[config.mk]
export PLATFORM = sky130hd
export DESIGN_NAME = reaction_timer
export DESIGN_NICKNAME = d
export VERILOG_FILES = /design/src/rtl/reaction_pkg.sv /design/src/rtl/reaction_timer_tick_gen.sv /design/src/rtl/reaction_timer.sv
export SDC_FILE = /design/constraint.sdc
export NUM_CORES = 1
export LEC_CHECK = 0
export ABC_AREA = 1
export BUFFER_PORTS_ARGS = -buffer_cell sky130_fd_sc_hd__clkbuf_2
export CORE_AREA = 4 4 128 130
export CTS_CLUSTER_DIAMETER = 100
export DETAILED_ROUTE_END_ITERATION = 6
export DIE_AREA = 0 0 132 134
export MAX_ROUTING_LAYER = met4
export PLACE_DENSITY = 0.51
export SETUP_SLACK_MARGIN = 0.3
export SYNTH_ARGS = -nofsm -noshare
export SYNTH_HDL_FRONTEND = slang
export SYNTH_SLANG_ARGS = --single-unit
[constraint.sdc]
create_clock -name clk -period 3.4 [get_ports clk]
set_clock_uncertainty 0.15 [all_clocks]
set_input_delay 0.17 -clock clk [delete_from_list [all_inputs] [get_ports clk]]
set_output_delay 0.17 -clock clk [all_outputs]
set_load 0.03 [all_outputs]
[src/rtl/reaction_pkg.sv]
// Shared definitions for the reaction timer.
//   state_e          : FSM state encoding (IDLE, WAIT, LIT, REPORT)
//   WIDTH_DEF        : default counter / result width
//   PRESCALE_DEF     : default clk cycles per tick (50 MHz / 50000 = 1 ms)
//   TIMEOUT_DEF      : default ticks allowed for a response
package reaction_pkg;

  localparam int WIDTH_DEF    = 16;
  localparam int PRESCALE_DEF = 50000;
  localparam int TIMEOUT_DEF  = 2000;

  typedef enum logic [1:0] {
    ST_IDLE   = 2'd0,
    ST_WAIT   = 2'd1,
    ST_LIT    = 2'd2,
    ST_REPORT = 2'd3
  } state_e;

endpackage

[src/rtl/reaction_timer_tick_gen.sv]
// tick_gen: prescaler producing a one-cycle tick every PRESCALE clk cycles.
//   clk  : clock, rising edge
//   rst  : synchronous active-high reset
//   run  : count enable; run=0 synchronously clears the prescaler
//   tick : high while the prescaler holds PRESCALE-1
// tick is decoded from the prescaler register alone, so it never depends
// combinationally on run; the consumer only looks at it while running.
module tick_gen
  import reaction_pkg::*;
#(
  parameter int PRESCALE = PRESCALE_DEF
) (
  input  logic clk,
  input  logic rst,
  input  logic run,
  output logic tick
);

  localparam int PW = (PRESCALE > 2) ? $clog2(PRESCALE) : 1;

  logic [PW-1:0] pre_q, pre_d;

  assign tick = (pre_q == PW'(PRESCALE - 1));

  always_comb begin
    pre_d = pre_q;
    if (!run) begin
      pre_d = '0;
    end else if (tick) begin
      pre_d = '0;
    end else begin
      pre_d = pre_q + PW'(1);
    end
  end

  always_ff @(posedge clk) begin
    if (rst) begin
      pre_q <= '0;
    end else begin
      pre_q <= pre_d;
    end
  end

endmodule

[src/rtl/reaction_timer.sv]
// reaction_timer: measures the time between a stimulus LED and a button press.
//   clk       : clock, rising edge
//   rst       : synchronous active-high reset
//   start     : one-cycle trial request, accepted only in IDLE
//   delay     : stimulus delay in ticks, latched on an accepted start
//   button    : response level (already synchronised / debounced)
//   outled    : stimulus LED, high only in LIT
//   busy      : high in every state except IDLE
//   done      : one-cycle pulse in the REPORT cycle
//   early     : false start flag (button during WAIT)
//   timeout   : no response within TIMEOUT ticks
//   rtime     : reaction time in ticks, held until the next accepted start
//   dbg_state : current FSM state, for observation only
// Handshake: start is a single-cycle strobe with no ready; it is consumed
// only when busy=0 and silently dropped otherwise. done is a single-cycle
// strobe; early/timeout/rtime are valid from done until the next accepted start.
module reaction_timer
  import reaction_pkg::*;
#(
  parameter int WIDTH    = WIDTH_DEF,
  parameter int PRESCALE = PRESCALE_DEF,
  parameter int TIMEOUT  = TIMEOUT_DEF
) (
  input  logic             clk,
  input  logic             rst,
  input  logic             start,
  input  logic [WIDTH-1:0] delay,
  input  logic             button,
  output logic             outled,
  output logic             busy,
  output logic             done,
  output logic             early,
  output logic             timeout,
  output logic [WIDTH-1:0] rtime,
  output state_e           dbg_state
);

  state_e           state_q, state_d;
  logic [WIDTH-1:0] delay_q, delay_d;
  logic [WIDTH-1:0] cnt_q, cnt_d;
  logic [WIDTH-1:0] rtime_q, rtime_d;
  logic             outled_q, outled_d;
  logic             busy_q, busy_d;
  logic             done_q, done_d;
  logic             early_q, early_d;
  logic             timeout_q, timeout_d;

  logic             tick;
  logic             run;
  logic             to_lit;
  logic [WIDTH-1:0] cnt_inc;

  // The prescaler is held in clear on the WAIT->LIT edge so the LIT phase
  // starts from a fresh tick period.
  assign run = ((state_q == ST_WAIT) || (state_q == ST_LIT)) && !to_lit;

  tick_gen #(
    .PRESCALE(PRESCALE)
  ) u_tick_gen (
    .clk (clk),
    .rst (rst),
    .run (run),
    .tick(tick)
  );

  // Counter value after this cycle's tick. WAIT compares against this so the
  // LED rises on the very edge the delay-th tick lands (and a delay of 0
  // fires in the first WAIT cycle).
  assign cnt_inc = cnt_q + WIDTH'(tick);

  always_comb begin
    state_d   = state_q;
    delay_d   = delay_q;
    cnt_d     = cnt_q;
    rtime_d   = rtime_q;
    outled_d  = outled_q;
    busy_d    = busy_q;
    done_d    = 1'b0;
    early_d   = early_q;
    timeout_d = timeout_q;
    to_lit    = 1'b0;

    case (state_q)
      ST_IDLE: begin
        busy_d = 1'b0;
        if (start) begin
          state_d   = ST_WAIT;
          delay_d   = delay;
          cnt_d     = '0;
          rtime_d   = '0;
          early_d   = 1'b0;
          timeout_d = 1'b0;
          busy_d    = 1'b1;
        end
      end

      ST_WAIT: begin
        // A press in WAIT beats delay expiry in the same cycle.
        if (button) begin
          state_d = ST_REPORT;
          early_d = 1'b1;
          rtime_d = '0;
          done_d  = 1'b1;
        end else if (cnt_inc == delay_q) begin
          state_d  = ST_LIT;
          outled_d = 1'b1;
          cnt_d    = '0;
          to_lit   = 1'b1;
        end else begin
          cnt_d = cnt_inc;
        end
      end

      ST_LIT: begin
        // A press wins over the timeout when both happen in one cycle.
        if (button) begin
          state_d  = ST_REPORT;
          rtime_d  = cnt_q;
          outled_d = 1'b0;
          done_d   = 1'b1;
        end else if (cnt_q == WIDTH'(TIMEOUT)) begin
          state_d   = ST_REPORT;
          timeout_d = 1'b1;
          rtime_d   = WIDTH'(TIMEOUT);
          outled_d  = 1'b0;
          done_d    = 1'b1;
        end else begin
          cnt_d = cnt_inc;
        end
      end

      ST_REPORT: begin
        state_d = ST_IDLE;
        busy_d  = 1'b0;
      end

      default: begin
        state_d  = ST_IDLE;
        busy_d   = 1'b0;
        outled_d = 1'b0;
      end
    endcase
  end

  always_ff @(posedge clk) begin
    if (rst) begin
      state_q   <= ST_IDLE;
      delay_q   <= '0;
      cnt_q     <= '0;
      rtime_q   <= '0;
      outled_q  <= 1'b0;
      busy_q    <= 1'b0;
      done_q    <= 1'b0;
      early_q   <= 1'b0;
      timeout_q <= 1'b0;
    end else begin
      state_q   <= state_d;
      delay_q   <= delay_d;
      cnt_q     <= cnt_d;
      rtime_q   <= rtime_d;
      outled_q  <= outled_d;
      busy_q    <= busy_d;
      done_q    <= done_d;
      early_q   <= early_d;
      timeout_q <= timeout_d;
    end
  end

  assign outled    = outled_q;
  assign busy      = busy_q;
  assign done      = done_q;
  assign early     = early_q;
  assign timeout   = timeout_q;
  assign rtime     = rtime_q;
  assign dbg_state = state_q;

endmodule

==> out/metrics.yaml <==
detailed_routing:
  vias_per_cell: 4.67
  postRouteAntennaNets: 0
  remaining_drc_errors: 0
  drtIter0Drc: 204
  vias: 3817
  firstDrtPassIters: 5
  route.final.wire_length_um: 11200
  wire_per_inst_um: 13.7
grt:
  first_global_vias: 3671
  antenna_found_initial: 0
  grt_use_total_pct: 13.1
  grt_remaining_overflow: 0
  grt_pass1_wl_um: 18200
  grt_max_degree: 41
timing:
  final-max-slew-violation-count: 0
  setup_viol: 0
  rsz0062_at_grt: "yes"
  fin_crit_sh_pct: 88.0
  worst_slew_pin_slew_ps: 887
  holdWs_ps: 106
  finalSetupTns_ps: 0
  relSlewSlack_pct: 40.9
  final_hold_viol_count: 0
  max_clock_freq_mhz: 334
  period_minus_slack_ps: 2990
status:
  status: "finished clean"
place:
  dp_hpwl_um: 7970
  numPortBuffers: 42
  gp_congestion: 0.906
  placedCellCount: 773
  placed_cell_area_um2: 4120
power_and_ir_drop:
  ir_drop_mv: 0.276
  power.density_nw_per_um2: 670
  p_leak_nw: 1.90
final_layout:
  fin_nets: 653
  n_antenna_cell: 0
  seq_area_um2: 1430
  multi_input_area_um2: 2240
  final_area_um2: 4960
  final_cells: 818
  fillers: 1663
  area_delta_synth_final_pct: 32.5
  drive_gt1_share_pct: 21.7
setup_path:
  worstSetupStartpointType: "register"
  reg2reg_depth: 22
  worstSetupPathType: "register to register"
  rr_startpoint: "u_tick_gen.pre_q[1]"
  path_max_fanout: 8
  endpoint: "cnt_q[10]"
  crit_start: "u_tick_gen.pre_q[1]"
  arrival_ps: 3030
  endpoint_kind: "register"
  required_ps: 3440
  r2r_slack_ps: 410
  r2r-end: "cnt_q[10]"
synth:
  ys_seq_area_share_pct: 37.9
  synthCells: 559
  synth_common_cells: "142 x nand2_1, 78 x nor2_1, 71 x dfxtp_1"
  syn-cell-area_um2: 3750
  synth-edff-count: 0
  netlist_top_cells_area: "dfxtp_1 38%, nand2_1 14%, nor2_1 7.8%"
  synthArstFlopShare_pct: 0
  ys_warn_count: 0
  synth_top_area_share_pct: 37.9
  synth_top_flop_cell: "dfxtp_1"
  syn_nets: 587
  synth_area_leader_cell: "dfxtp_1"
  yosys.cell_types.count: 32
  synthMostInstantiatedCell: "nand2_1"
  synth_seq_cells: 71
  avgSynthCellArea_um2: 6.70
clocking:
  cts_buffers: 9
  path_clk_slew_ps: 60
  clock_path_buffers: 2
  cts_sinks: 71
  cts_tree: "built"
  htreeDepth: 3
  cts_root_buf: "clkbuf_16"
  insertion_delay_ps: 340
die:
  core_um2: 15100
  dieArea_um2: 17700
  io_pins: 43
  die_y_um: 134
  core.rowCount: 45
  initial_core_util_pct: 24.7
  die_w_um: 132
min_path:
  holdCritPathClass: "input port to register"
run:
  max_cap_viol_count: 0
==> final cells by class <==
class	count	share of cell area, %
clock buffers	10	4.61
clock inverters	6	2.67
inverters	54	4.13
multi-input cells	416	45.2
flip-flops and latches	71	28.8
well taps	188	4.74
repair buffers	73	9.85
==> worst max-delay path, cell delays in order (launching register included) <==
cell     delay [ps]
dfxtp_2         350
ha_4            150
nand3_4          80
inv_2            60
nand4_1          80
nor2_2          150
ha_2            220
ha_4            150
nand3_4         130
inv_4           110
nand2_2          60
nor2_2          110
nand2_2          90
nand2_1          60
nand2_1          50
nand2_1          60
nand2_2          80
nor2_4          120
nand3_2         100
nand2_4         180
nand2_8         120
nand2_2         110
a21oi_2          50
==> per-layer routing <==
| layer | GRT usage [%] | share of wire, % | up-vias |
|---|---|---|---|
| met5 | - | 0 | - |
| met4 | 4.26 | 0.93 | 0 |
| met3 | 3.34 | 5.3 | 9 |
| met2 | 22.5 | 51 | 83 |
| met1 | 15.0 | 43 | 1777 |
| li1 | - | - | 1948 |
==> report_power, final <==
group | leakage (nW) | total, W | switching, W | internal, W
combinational | 1.14 | 0.00117 | 0.000826 | 0.000342
sequential | 0.579 | 0.00100 | 0.0000725 | 0.000930
clock | 0.173 | 0.00116 | 0.000366 | 0.000790
total | 1.90 | 0.00333 | 0.00126 | 0.00206
==> through the flow <==
stage / utilization [%] / worst slack, ps / power [W]
4_1_cts: 31.1 / 312 / 0.00322
3_3_place_gp: 27.2 / 106 / 0.00199
2_1_floorplan: - / 555 / 0.00172
6_report: 32.8 / 406 / 0.00333
5_1_grt: 32.8 / 166 / 0.00352
3_5_place_dp: 27.2 / -5.63 / 0.00199
==> placed cells by master (no fill, tap or decap), types with 3 or more instances in the layout <==
cell type      count
nand2_1          121
dfxtp_1           67
nor2_1            63
a21oi_1           56
inv_1             51
clkbuf_2          42
nand3_1           33
nand4_1           22
nand2_2           22
o21ai_0           20
dlygate4sd3_1     17
nor2_2            15
buf_4             13
xor2_1            10
clkbuf_16          9
xnor2_1            6
nand3b_1           6
nor3_1             6
nor2_4             5
ha_1               4
bufinv_16          4
nand2_4            3
==> cell families (layout without fill, tap and decap cells) <==
logic type                 Yosys count  count (layout)  synth area share (%)
DFF                                 71              71                  37.9
and+or+nand+nor                    307             309                  36.2
AOI/OAI and AO/OA                   83              83                  11.3
buffers and inverters               74             143                  8.08
xor gates and xnor gates            16              16                  3.74
adders and majority gates            8               8                  2.67
==> how the worst min path moves through the flow <==
| stage | from | end | slack (ps) | depth (start not counted) |
|---|---|---|---|---|
| after CTS | button | done | 100 | 3 |
| after global placement | u_tick_gen.pre_q[0] | u_tick_gen.pre_q[0] | 280 | 1 |
| after global routing | button | done | 140 | 3 |
| after floorplan | start | busy | 180 | 2 |
| final | button | done | 110 | 3 |
| after detailed placement | u_tick_gen.pre_q[0] | u_tick_gen.pre_q[0] | 290 | 1 |
==> state kept, by name (all words and copies together) (netlist names) <==
name and flops:
dbg_state 2, timeout 1, outled 1, rtime 16, busy 1, delay_q 16
cnt_q 16, early 1, u_tick_gen.pre_q 16, done 1
==> repair_timing <==
item,4_1_cts,5_1_grt
gates cloned,1,1
resized for setup,10,56
buffers inserted,2,8
hold buffers,17,0
pin swaps,1,23
endpoints found under the hold margin,17,0
endpoints found under the setup margin,35,35
No activity file was read; power rests on OpenSTA's default activity.
